## src/rtl/core_ifu.sv

```systemverilog
// Instruction fetch unit: owns the PC, issues single-beat reads over a valid/ready channel,
// presents fetched instructions to IF/ID and drains fetches made stale by a redirect.
module core_ifu #(
  parameter logic [31:0] RESET_VECTOR = 32'h0000_0000,
  parameter logic [31:0] NOP_INSTR    = 32'h0000_0013
) (
  input  logic        CLK,
  input  logic        NRST,
  input  logic        HCU_PC_WRITE,
  input  logic        C_REDIRECT,
  input  logic [31:0] C_TARGET,
  output logic [31:0] IMEM_ARADDR,
  output logic        IMEM_ARVALID,
  input  logic        IMEM_ARREADY,
  input  logic [31:0] IMEM_RDATA,
  input  logic [1:0]  IMEM_RRESP,
  input  logic        IMEM_RVALID,
  output logic        IMEM_RREADY,
  output logic [31:0] IF_PC,
  output logic [31:0] IF_INSTR,
  output logic        IF_VALID,
  output logic        IF_FAULT,
  output logic        HCU_IMEM_BUSY,
  output logic        HCU_IMEM_DONE
);

  typedef enum logic [1:0] {
    IDLE = 2'd0,
    ADDR = 2'd1,
    DATA = 2'd2,
    HOLD = 2'd3
  } state_t;

  state_t      state_r, state_n;
  logic [31:0] pc_r, pc_n;
  logic [31:0] pend_r, pend_n;
  logic        discard_r, discard_n;
  logic [31:0] if_pc_r, if_pc_n;
  logic [31:0] if_instr_r, if_instr_n;
  logic        if_valid_r, if_valid_n;
  logic        if_fault_r, if_fault_n;
  logic        done_r, done_n;
  logic [31:0] tgt_s;

  assign tgt_s = {C_TARGET[31:2], 2'b00};

  // Next-state and next-register decode for the fetch FSM
  always_comb begin
    state_n    = state_r;
    pc_n       = pc_r;
    pend_n     = pend_r;
    discard_n  = discard_r;
    if_pc_n    = if_pc_r;
    if_instr_n = if_instr_r;
    if_valid_n = if_valid_r;
    if_fault_n = if_fault_r;
    done_n     = 1'b0;
    case (state_r)
      IDLE: begin
        state_n = ADDR;
        if (C_REDIRECT) begin
          pc_n = tgt_s;
        end else begin
          pc_n = pc_r;
        end
      end
      ADDR: begin
        // ARADDR must stay at the old PC until the handshake, so redirects only park here
        if (C_REDIRECT) begin
          pend_n    = tgt_s;
          discard_n = 1'b1;
        end else begin
          discard_n = discard_r;
        end
        if (IMEM_ARREADY) begin
          state_n = DATA;
        end else begin
          state_n = ADDR;
        end
      end
      DATA: begin
        if (IMEM_RVALID) begin
          if (discard_r || C_REDIRECT) begin
            pc_n      = C_REDIRECT ? tgt_s : pend_r;
            discard_n = 1'b0;
            state_n   = ADDR;
          end else begin
            if_instr_n = (IMEM_RRESP != 2'b00) ? NOP_INSTR : IMEM_RDATA;
            if_fault_n = (IMEM_RRESP != 2'b00);
            if_pc_n    = pc_r;
            if_valid_n = 1'b1;
            done_n     = 1'b1;
            state_n    = HOLD;
          end
        end else if (C_REDIRECT) begin
          pend_n    = tgt_s;
          discard_n = 1'b1;
        end else begin
          state_n = DATA;
        end
      end
      HOLD: begin
        if (C_REDIRECT) begin
          pc_n       = tgt_s;
          if_valid_n = 1'b0;
          state_n    = ADDR;
        end else if (HCU_PC_WRITE) begin
          pc_n       = pc_r + 32'd4;
          if_valid_n = 1'b0;
          state_n    = ADDR;
        end else begin
          state_n = HOLD;
        end
      end
      default: begin
        state_n = IDLE;
      end
    endcase
  end

  // State and output registers with synchronous active-low reset
  always_ff @(posedge CLK) begin
    if (!NRST) begin
      state_r    <= IDLE;
      pc_r       <= RESET_VECTOR;
      pend_r     <= RESET_VECTOR;
      discard_r  <= 1'b0;
      if_pc_r    <= RESET_VECTOR;
      if_instr_r <= NOP_INSTR;
      if_valid_r <= 1'b0;
      if_fault_r <= 1'b0;
      done_r     <= 1'b0;
    end else begin
      state_r    <= state_n;
      pc_r       <= pc_n;
      pend_r     <= pend_n;
      discard_r  <= discard_n;
      if_pc_r    <= if_pc_n;
      if_instr_r <= if_instr_n;
      if_valid_r <= if_valid_n;
      if_fault_r <= if_fault_n;
      done_r     <= done_n;
    end
  end

  assign IMEM_ARADDR   = pc_r;
  assign IMEM_ARVALID  = (state_r == ADDR);
  assign IMEM_RREADY   = (state_r == DATA);
  assign HCU_IMEM_BUSY = (state_r == ADDR) || (state_r == DATA);
  assign HCU_IMEM_DONE = done_r;
  assign IF_PC         = if_pc_r;
  assign IF_INSTR      = if_instr_r;
  assign IF_VALID      = if_valid_r;
  assign IF_FAULT      = if_fault_r;

endmodule

```

## config.mk

```make
export PLATFORM = sky130hd
export DESIGN_NAME = core_ifu
export DESIGN_NICKNAME = d
export VERILOG_FILES = /design/src/rtl/core_ifu.sv
export SDC_FILE = /design/constraint.sdc
export NUM_CORES = 1
export LEC_CHECK = 0
export CAP_MARGIN = 0
export CELL_PAD_IN_SITES_DETAIL_PLACEMENT = 1
export CELL_PAD_IN_SITES_GLOBAL_PLACEMENT = 2
export CORE_MARGIN = 4
export CORE_UTILIZATION = 27
export DETAILED_ROUTE_END_ITERATION = 6
export MAX_ROUTING_LAYER = met4
export PLACE_DENSITY = 0.82
export SYNTH_ARGS = -nofsm -noshare
export SYNTH_HDL_FRONTEND = slang
export SYNTH_SLANG_ARGS = --single-unit
```

## constraint.sdc

```tcl
create_clock -name CLK -period 2.4 [get_ports CLK]
set_clock_uncertainty 0.15 [all_clocks]
set_input_delay 0.6 -clock CLK [delete_from_list [all_inputs] [get_ports CLK]]
set_output_delay 0.6 -clock CLK [all_outputs]
set_load 0.1 [all_outputs]
```

==> results of run 1 <==
-- how the worst min path moves through the flow --
stage                     cells after the start  startpoint  slack [ns]          to
after floorplan                               2  pend_r[13]        0.29  pend_r[13]
after global placement                        2  pend_r[29]        0.29  pend_r[29]
after detailed placement                      2   pend_r[9]        0.30   pend_r[9]
after CTS                                     2   IF_PC[30]        0.31   IF_PC[30]
after global routing                          2   IF_PC[10]        0.32   IF_PC[10]
final                                         2   IF_PC[30]        0.30   IF_PC[30]
-- metrics by stage --
stage	setup WS, ns	setup TNS (ns)	total power, mW	hold slack [ns]	util
finish	0.127	0	6.44	0.304	0.418
global route	0.000898	0	6.69	0.324	0.418
CTS	0.0988	0	6.50	0.308	0.418
detailed placement	-0.238	-4.16	3.85	0.298	0.390
global placement	-0.225	-3.61	3.84	0.293	0.390
floorplan	0.0221	0	3.27	0.286	-
-- critical path, cell delays in order, from the launching register on --
cell	delay [ns]
dfxtp_1	0.39
inv_1	0.12
ha_1	0.39
buf_12	0.20
-- area by class of cell --
class / instances / area, µm² / share of cell area
multi-input combinational: 507 / 2900 / 0.327
timing repair buffer: 239 / 2270 / 0.256
clock buffer: 18 / 439 / 0.0496
sequential: 134 / 2710 / 0.306
inverter: 11 / 41.3 / 0.00467
tap: 275 / 344 / 0.0389
clock inverter: 14 / 151 / 0.0171
-- Yosys cell counts (all sizes together), types with 2 or more instances --
cell and n:
a211oi 6, a21oi 87, o41ai 2, nor2b 4
a22o 32, o21a 5, and3 13, nor4b 4
o21ai 29, a32o 2, a21o 6, nand2 154
mux2 3, a221oi 3, and4 4, nand2b 4
nor4 5, a31oi 9, o41a 3, o31ai 2
a221o 2, o22ai 6, nor2 35, o211ai 4
a22oi 19, nor3 10, a41oi 3, inv 10
and2 3, ha 6, dfxtp 134, clkbuf 45
buf 11, nand3 18, o31a 2, a21boi 2
a222oi 3, nand4 11
-- registers in the layout, summed over array words and instances (netlist names) --
name	cells
IF_INSTR	32
IF_PC	32
IMEM_ARADDR	32
pend_r	32
state_r	2
HCU_IMEM_DONE	1
IF_FAULT	1
IF_VALID	1
discard_r	1
-- power groups by stage --
stage,clock network (mW),logic [mW],registers [mW]
6_report,2.64,1.35,2.46
5_1_grt,2.79,1.42,2.48
4_1_cts,2.69,1.35,2.46
3_5_place_dp,0,1.35,2.51
3_3_place_gp,0,1.34,2.51
2_1_floorplan,0,0.382,2.88
-- layer usage --
layer,vias to the layer above,track usage
met5,-,-
met4,0,0.0484
met1,2889,0.258
met3,24,0.0267
li1,2951,-
met2,141,0.294
-- logic make-up after synthesis --
logic type | count (synthesis) | share of synthesized area
adders and majority gates | 6 | 0.0129
DFF | 134 | 0.460
muxes | 3 | 0.00579
buffers and inverters | 67 | 0.0470
AOI/OAI and AO/OA | 230 | 0.258
xor gates and xnor gates | 1 | 0.00150
and+or+nand+nor | 267 | 0.215
==> reports/metrics.cfg, run 1 <==
[clock_network]
insertion_delay_ns = 0.42
cts-root-buf = clkbuf_16
htreeDepth = 4
cts_buffers = 17
clock_sinks = 134
cts_tree = yes
cts-hold-fix-buffers = 0
cts_resized = 0
cts_setup_buffers = 0
clk_path_buf_depth = 2
cts.clk_slew.worst_paths_ns = 0.06

[power_and_ir_drop]
internal-power_mw = 4.36
peakVddDrop_mv = 0.420
p_comb_frac = 0.209
p_leak_nw = 3.53
powerDensity_nw_per_um2 = 728
seqPwrFrac = 0.382
p_clk_frac = 0.409
switching_share = 0.323
power_switching_mw = 2.08

[drt]
vias = 6005
top_layer_used = met4
drc = 0
wl_met3_um = 1010
drt-vias-per-instance = 5.01
wl_um = 22200
antenna_left = 0
wl_met2_um = 10400
wire_per_inst_um = 18.5
wl_met1_um = 10400
drtIter0Drc = 453
drt-pass1-iter-count = 5

[hold_path]
holdCritPathClass = flip-flop to flip-flop

[sta]
min_period_over_period = 0.947
final-hold-violation-count = 0
slew_violations = 0
tightest_slew_ns = 0.424
slew_headroom = 0.716
period_needed_ns = 2.27
rsz0062_at_grt = false
finalSetupViolations = 0
fmax_mhz = 440

[synth]
ys_ff_latch = 134
synthArstFlopShare = 0
syn_inst = 708
ys.flop_type = dfxtp_1
synth_area_um2 = 5830
synth_edf_count = 0
seq_area_frac_synth = 0.460
synth_top_area_frac = 0.460
synthDistinctLibCells = 53
synth_top_area_cell = dfxtp_1
synthTopCellsByArea = dfxtp_1 (46%), nand2_1 (9.9%), a21oi_1 (7.5%), a22o_1 (4.8%), clkbuf_1 (2.9%)
avgSynthCellArea_um2 = 8.23
synth_nets = 786
yosys_warnings = 0

[setup_path]
endpoint_kind = output pin
required_ns = 1.65
cp-startpoint = state_r[0]
arrival_ns = 1.52
ff2ff_path_depth = 8
path_class = flip-flop to output pin
r2r_slack_ns = 0.18
startpoint_type = flip-flop
critPathMaxFanout = 4
critPathCapture = HCU_IMEM_BUSY
critical_path.reg2reg.startpoint = state_r[0]
r2r_end = IMEM_ARADDR[9]

[place]
dp_cells = 1166
portBuffers = 171
globalplace.congestion = 0.830
dpl_cell_area_um2 = 8260
dpl.hpwl_um = 16500

[global_route]
grt_overflow = 0
grt_pass1_wl_um = 35100
grt_max_degree = 47
grt_pass1_vias = 6194
track_usage = 0.188
antenna_found_initial = 0

[final_layout]
finalNetCount = 988
layout_commonest_cell = nand2_1
n_antenna_cell = 0
finalNonFillerCells = 1198
nFillCells = 2499
stdcell_area_um2 = 8850
final_cell_mix = nand2_1 (154), buf_4 (146), dfxtp_1 (114)
area_delta_synth_final_pct = 51.8
drive_above_1_share = 0.254

[die]
die_x_um = 155
initial_utilization = 0.276
die_h_um = 155
dieArea_um2 = 24000
coreArea_um2 = 21200
row_count = 53
ios = 174

[flow_run]
maxCapViolCount = 0

[run_status]
outcome = complete, no violations

(Power assumes the default switching activity.)
==> inputs of run 2 (changes only) <==
--- a/config.mk
+++ b/config.mk
@@ -5,11 +5,12 @@
 export SDC_FILE = /design/constraint.sdc
 export NUM_CORES = 1
 export LEC_CHECK = 0
+export ABC_AREA = 1
 export CAP_MARGIN = 0
 export CELL_PAD_IN_SITES_DETAIL_PLACEMENT = 1
 export CELL_PAD_IN_SITES_GLOBAL_PLACEMENT = 2
 export CORE_MARGIN = 4
-export CORE_UTILIZATION = 27
+export CORE_UTILIZATION = 26
 export DETAILED_ROUTE_END_ITERATION = 6
 export MAX_ROUTING_LAYER = met4
 export PLACE_DENSITY = 0.82
==> run 2 against run 1 <==
  * Synthesized cell count grew 31%
  * Cell area grew 8.1%
  * Register-to-register slack about the same
  * Sequential power up 2%
  * Die area increased by 15%
  * Final cell count grew 22%
  * Fmax grew 1.4%
  * Sequential share of layout area down 2.5 points
  * Combinational power rose by 24%
  * Sequential cell count stayed put
  * Critical path depth unchanged
  * Routed wire length up 10%
  * Critical path type unchanged
  * Highest routed layer unchanged
==> reports/metrics.cfg, run 2 <==
[global_route]
antenna_found_initial = 0
grt_overflow = 0
grt.busiest_layer = met2
track_usage = 0.179
grt_pass1_vias = 6839
met1_usage = 0.254
grt_pass1_wl_um = 38900
gr-usage-met3 = 0.0276
use_met2 = 0.271
grt_max_degree = 55

[final_layout]
drive_above_1_share = 0.195
nFillCells = 3046
finalNetCount = 1201
regArea_um2 = 2690
multi_input_area_um2 = 3210
final_cell_mix = nand2_1 (172), buf_4 (134), dfxtp_1 (132)
area_delta_synth_final_pct = 47.7
layout_commonest_cell = nand2_1
stdcell_area_um2 = 9560
n_antenna_cell = 0

[sta]
slew_headroom = 0.609
slew_violations = 0
tightest_slew_ns = 0.583
min_period_over_period = 0.934
fin_hold_ws_ns = 0.309
final-hold-violation-count = 0
period_needed_ns = 2.24
finalSetupViolations = 0
fmax_mhz = 446
rsz0062_at_grt = false

[synth]
synthArstFlopShare = 0
synth_top_area_cell = dfxtp_1
synth_nets = 1008
synthAdderAreaFrac = 0.0116
seq_area_frac_synth = 0.414
synth_edf_count = 0
synthDistinctLibCells = 35
ys.flop_type = dfxtp_1
synth_top_area_frac = 0.414
syn_inst = 930
synthTopCellsByArea = dfxtp_1 (41%), nand2_1 (10%), a21oi_1 (9.4%), o21ai_0 (6.7%), nand3_1 (5.8%)
ys_ff_latch = 134
synth_xor_area_frac = 0.00947
yosys.area_share.simple = 0.234
avgSynthCellArea_um2 = 6.96
synth_top_family_by_area = compound AO/OA/AOI/OAI gates
yosys_warnings = 0
synth_compound_area_frac = 0.238
synth_common_cells = nand2_1 (172), dfxtp_1 (134), a21oi_1 (122), o21ai_0 (87), inv_1 (83)
synth_area_um2 = 6470
yosysMostFrequentCell = nand2_1
synthMuxAreaShare = 0

[clock_network]
cts_buffers = 17
clock_sinks = 134
insertion_delay_ns = 0.42
htreeDepth = 4
cts.clk_slew.worst_paths_ns = 0.07
cts_resized = 0
clk_path_buf_depth = 2
cts-root-buf = clkbuf_16
cts-hold-fix-buffers = 0
cts_tree = yes
cts_setup_buffers = 0

[die]
coreArea_um2 = 24400
ios = 174
die_x_um = 166
die_h_um = 166
dieArea_um2 = 27500
initial_utilization = 0.265
row_count = 57

[place]
globalplace.congestion = 0.796
dpl_cell_area_um2 = 8950
dpl.hpwl_um = 17800
portBuffers = 171

[drt]
drt-pass1-iter-count = 6
drtIter0Drc = 422
wl_um = 24400
antenna_left = 0
vias = 6943
wire_per_inst_um = 16.7
drc = 0
drt-vias-per-instance = 4.76

[setup_path]
required_ns = 1.65
startpoint_type = flip-flop
endpoint_kind = output pin
path_class = flip-flop to output pin
ff2ff_path_depth = 8
arrival_ns = 1.49
critPathMaxFanout = 4

[power_and_ir_drop]
powerDensity_nw_per_um2 = 725
peakVddDrop_mv = 0.394
power_mw = 6.94
p_leak_nw = 4.09

[hold_path]
hold_path_depth = 2
holdCritPathClass = flip-flop to flip-flop

[flow_run]
maxCapViolCount = 0

[run_status]
outcome = complete, no violations

-- run 2: changes by cell type after synthesis, moves of 24 or more --
cell | previous run | this run
nor2_1 | 34 | 74
o21ai_1 | 4 | 28
a21oi_1 | 87 | 122
a22o_1 | 32 | 0
inv_1 | 10 | 83
o21ai_0 | 25 | 87
nand3_1 | 18 | 75
-- run 2: path summary, 6_finish.rpt --
kind	slack, ns	end	from
worst max-delay path	0.16	HCU_IMEM_BUSY	state_r[1]
worst min register to register	0.31	IF_INSTR[1]	IF_INSTR[1]
worst max register to register	0.17	IMEM_ARADDR[20]	state_r[1]
worst min-delay path	0.31	IF_INSTR[1]	IF_INSTR[1]
-- run 2: metal layers --
layer / vias to the layer above / part of all wire
li1: 3503 / -
met1: 3291 / 0.50
met2: 130 / 0.45
met3: 19 / 0.034
met4: 0 / 0.015
met5: - / 0
-- run 2: worst max-delay path, cell delays in order, from the launching register on --
cell     delay [ns]
dfxtp_1        0.40
inv_1          0.10
ha_1           0.37
buf_12         0.19
-- run 2: power by group --
part	leakage, nW	switching [mW]	internal [mW]	total [mW]
logic	2.70	1.09	0.584	1.68
registers	1.09	0.161	2.36	2.52
clock network	0.295	1.16	1.58	2.74
total	4.09	2.41	4.53	6.94
-- run 2: cell families after synthesis --
logic type,Yosys count
buffers and inverters,147
and+or+nand+nor,351
DFF,134
AOI/OAI and AO/OA,285
adders and majority gates,6
xor gates and xnor gates,7
-- run 2: per-stage QoR --
stage	setup TNS [ns]	utilization	instances	setup slack (ns)
finish	0	0.392	1460	0.159
global route	0	0.392	1460	0.00395
CTS	0	0.392	1460	0.143
detailed placement	-5.39	0.367	1428	-0.121
global placement	-1.22	0.367	1428	-0.0776
floorplan	0	-	930	0.108
-- run 2: layout make-up --
class,count,share of cell area
inverters,86,0.0338
well taps,324,0.0424
repair buffers,235,0.244
flip-flops and latches,134,0.281
clock inverters,15,0.0192
multi-input cells,649,0.335
clock buffers,17,0.0445
==> inputs of run 3 (changes only) <==
--- a/config.mk
+++ b/config.mk
@@ -13,7 +13,8 @@
 export CORE_UTILIZATION = 26
 export DETAILED_ROUTE_END_ITERATION = 6
 export MAX_ROUTING_LAYER = met4
-export PLACE_DENSITY = 0.82
+export PLACE_DENSITY = 0.8
+export SETUP_SLACK_MARGIN = 0.02
 export SYNTH_ARGS = -nofsm -noshare
 export SYNTH_HDL_FRONTEND = slang
 export SYNTH_SLANG_ARGS = --single-unit
==> run 3 against run 2 <==
  * Critical path depth increased by 1
  * Hold slack got worse by 0.0037 ns
  * Combinational power about the same
  * Via count about the same
  * Count of clock-buffer cells in the layout unchanged
  * Power decreased by 1.9%
  * First-iteration DRC count decreased by 11%
  * Setup slack got worse by 0.029 ns
  * Register-to-register slack improved by 0.09 ns
  * Die area unchanged
  * Fmax decreased by 1.3%
  * Non-clock buffer count increased by 3
  * Critical endpoint is now IMEM_RREADY
  * Largest cell class unchanged
  * Highest routed layer unchanged
==> reports/metrics.cfg, run 3 (same netlist as run 2, synthesis figures left out) <==
[run_status]
outcome = complete, no violations

[power_and_ir_drop]
p_leak_nw = 4.08
power_mw = 6.81
powerDensity_nw_per_um2 = 716
peakVddDrop_mv = 0.306

[place]
globalplace.congestion = 0.783
dp_cells = 1431
dpl_cell_area_um2 = 8910
dpl.hpwl_um = 17800
portBuffers = 171
dp_slack_ns = -0.172

[clock_network]
clk_path_buf_depth = 2
cts_setup_buffers = 0
cts-root-buf = clkbuf_16
cts_tree = yes
cts_resized = 1
insertion_delay_ns = 0.43
htreeDepth = 4
cts-hold-fix-buffers = 0
clock_sinks = 134
cts.clk_slew.worst_paths_ns = 0.07
cts_buffers = 17

[drt]
antenna_left = 0
vias = 6939
wire_per_inst_um = 16.6
drt-pass1-iter-count = 4
wl_um = 24300
drtIter0Drc = 375
drc = 0
drt-vias-per-instance = 4.74

[sta]
tightest_slew_ns = 0.671
min_period_over_period = 0.946
fin_setup_tns_ns = 0
fmax_mhz = 440
finalSetupViolations = 0
period_needed_ns = 2.27
final-hold-violation-count = 0
slew_headroom = 0.549
slew_violations = 0
rsz0062_at_grt = false
postLayoutSetupSlackWorst_ns = 0.129
fin_hold_ws_ns = 0.305

[global_route]
track_usage = 0.177
antenna_found_initial = 0
grt_pass1_wl_um = 38400
grt_pass1_vias = 6732
grt_max_degree = 77
grt_overflow = 0

[setup_path]
startpoint_type = flip-flop
critPathMaxFanout = 11
endpoint_kind = output pin
required_ns = 1.65
path_class = flip-flop to output pin
arrival_ns = 1.52

[die]
initial_utilization = 0.265
ios = 174
row_count = 57
coreArea_um2 = 24400
die_x_um = 166
dieArea_um2 = 27500
die_h_um = 166

[final_layout]
regArea_um2 = 2690
final_util = 0.390
multi_input_area_um2 = 3220
stdcell_area_um2 = 9510
finalNonFillerCells = 1463
nFillCells = 3032
finalNetCount = 1204
final_cell_mix = nand2_1 (172), buf_4 (142), dfxtp_1 (131)
n_antenna_cell = 0
area_delta_synth_final_pct = 46.8
layout_commonest_cell = nand2_1
drive_above_1_share = 0.198

[flow_run]
maxCapViolCount = 0

[hold_path]
holdCritPathClass = flip-flop to flip-flop

[run 3: final timing paths]
check        startpoint         endpoint  slack [ns]  depth (start not counted)
max reg2reg  state_r[0]  IMEM_ARADDR[10]        0.26                          8
max          state_r[0]      IMEM_RREADY        0.13                          4
min           pend_r[1]        pend_r[1]        0.30                          2
min reg2reg   pend_r[1]        pend_r[1]        0.30                          2
[run 3: cell type report]
cell class,instances,area share
multi-input combinational,649,0.339
sequential,134,0.283
timing repair buffer,238,0.241
clock buffer,17,0.0448
tap,324,0.0426
inverter,86,0.0340
clock inverter,15,0.0163
[run 3: routing by layer]
layer	vias up	global-route usage	routed length, µm
met5	-	-	0
met4	0	0.0416	212
met3	13	0.0271	1020
met2	132	0.270	11200
met1	3295	0.247	11800
li1	3499	-	-
[run 3: worst max-delay path: stages, from the launching register on]
cell and delay, ns:
dfxtp_1 0.34, inv_1 0.15, ha_4 0.25, buf_4 0.18, buf_12 0.18
[run 3: power by group]
group | switching [mW] | total (mW) | internal, mW
Sequential | 0.155 | 2.51 | 2.36
Combinational | 1.09 | 1.67 | 0.581
Clock | 1.23 | 2.62 | 1.40
Total | 2.47 | 6.81 | 4.34
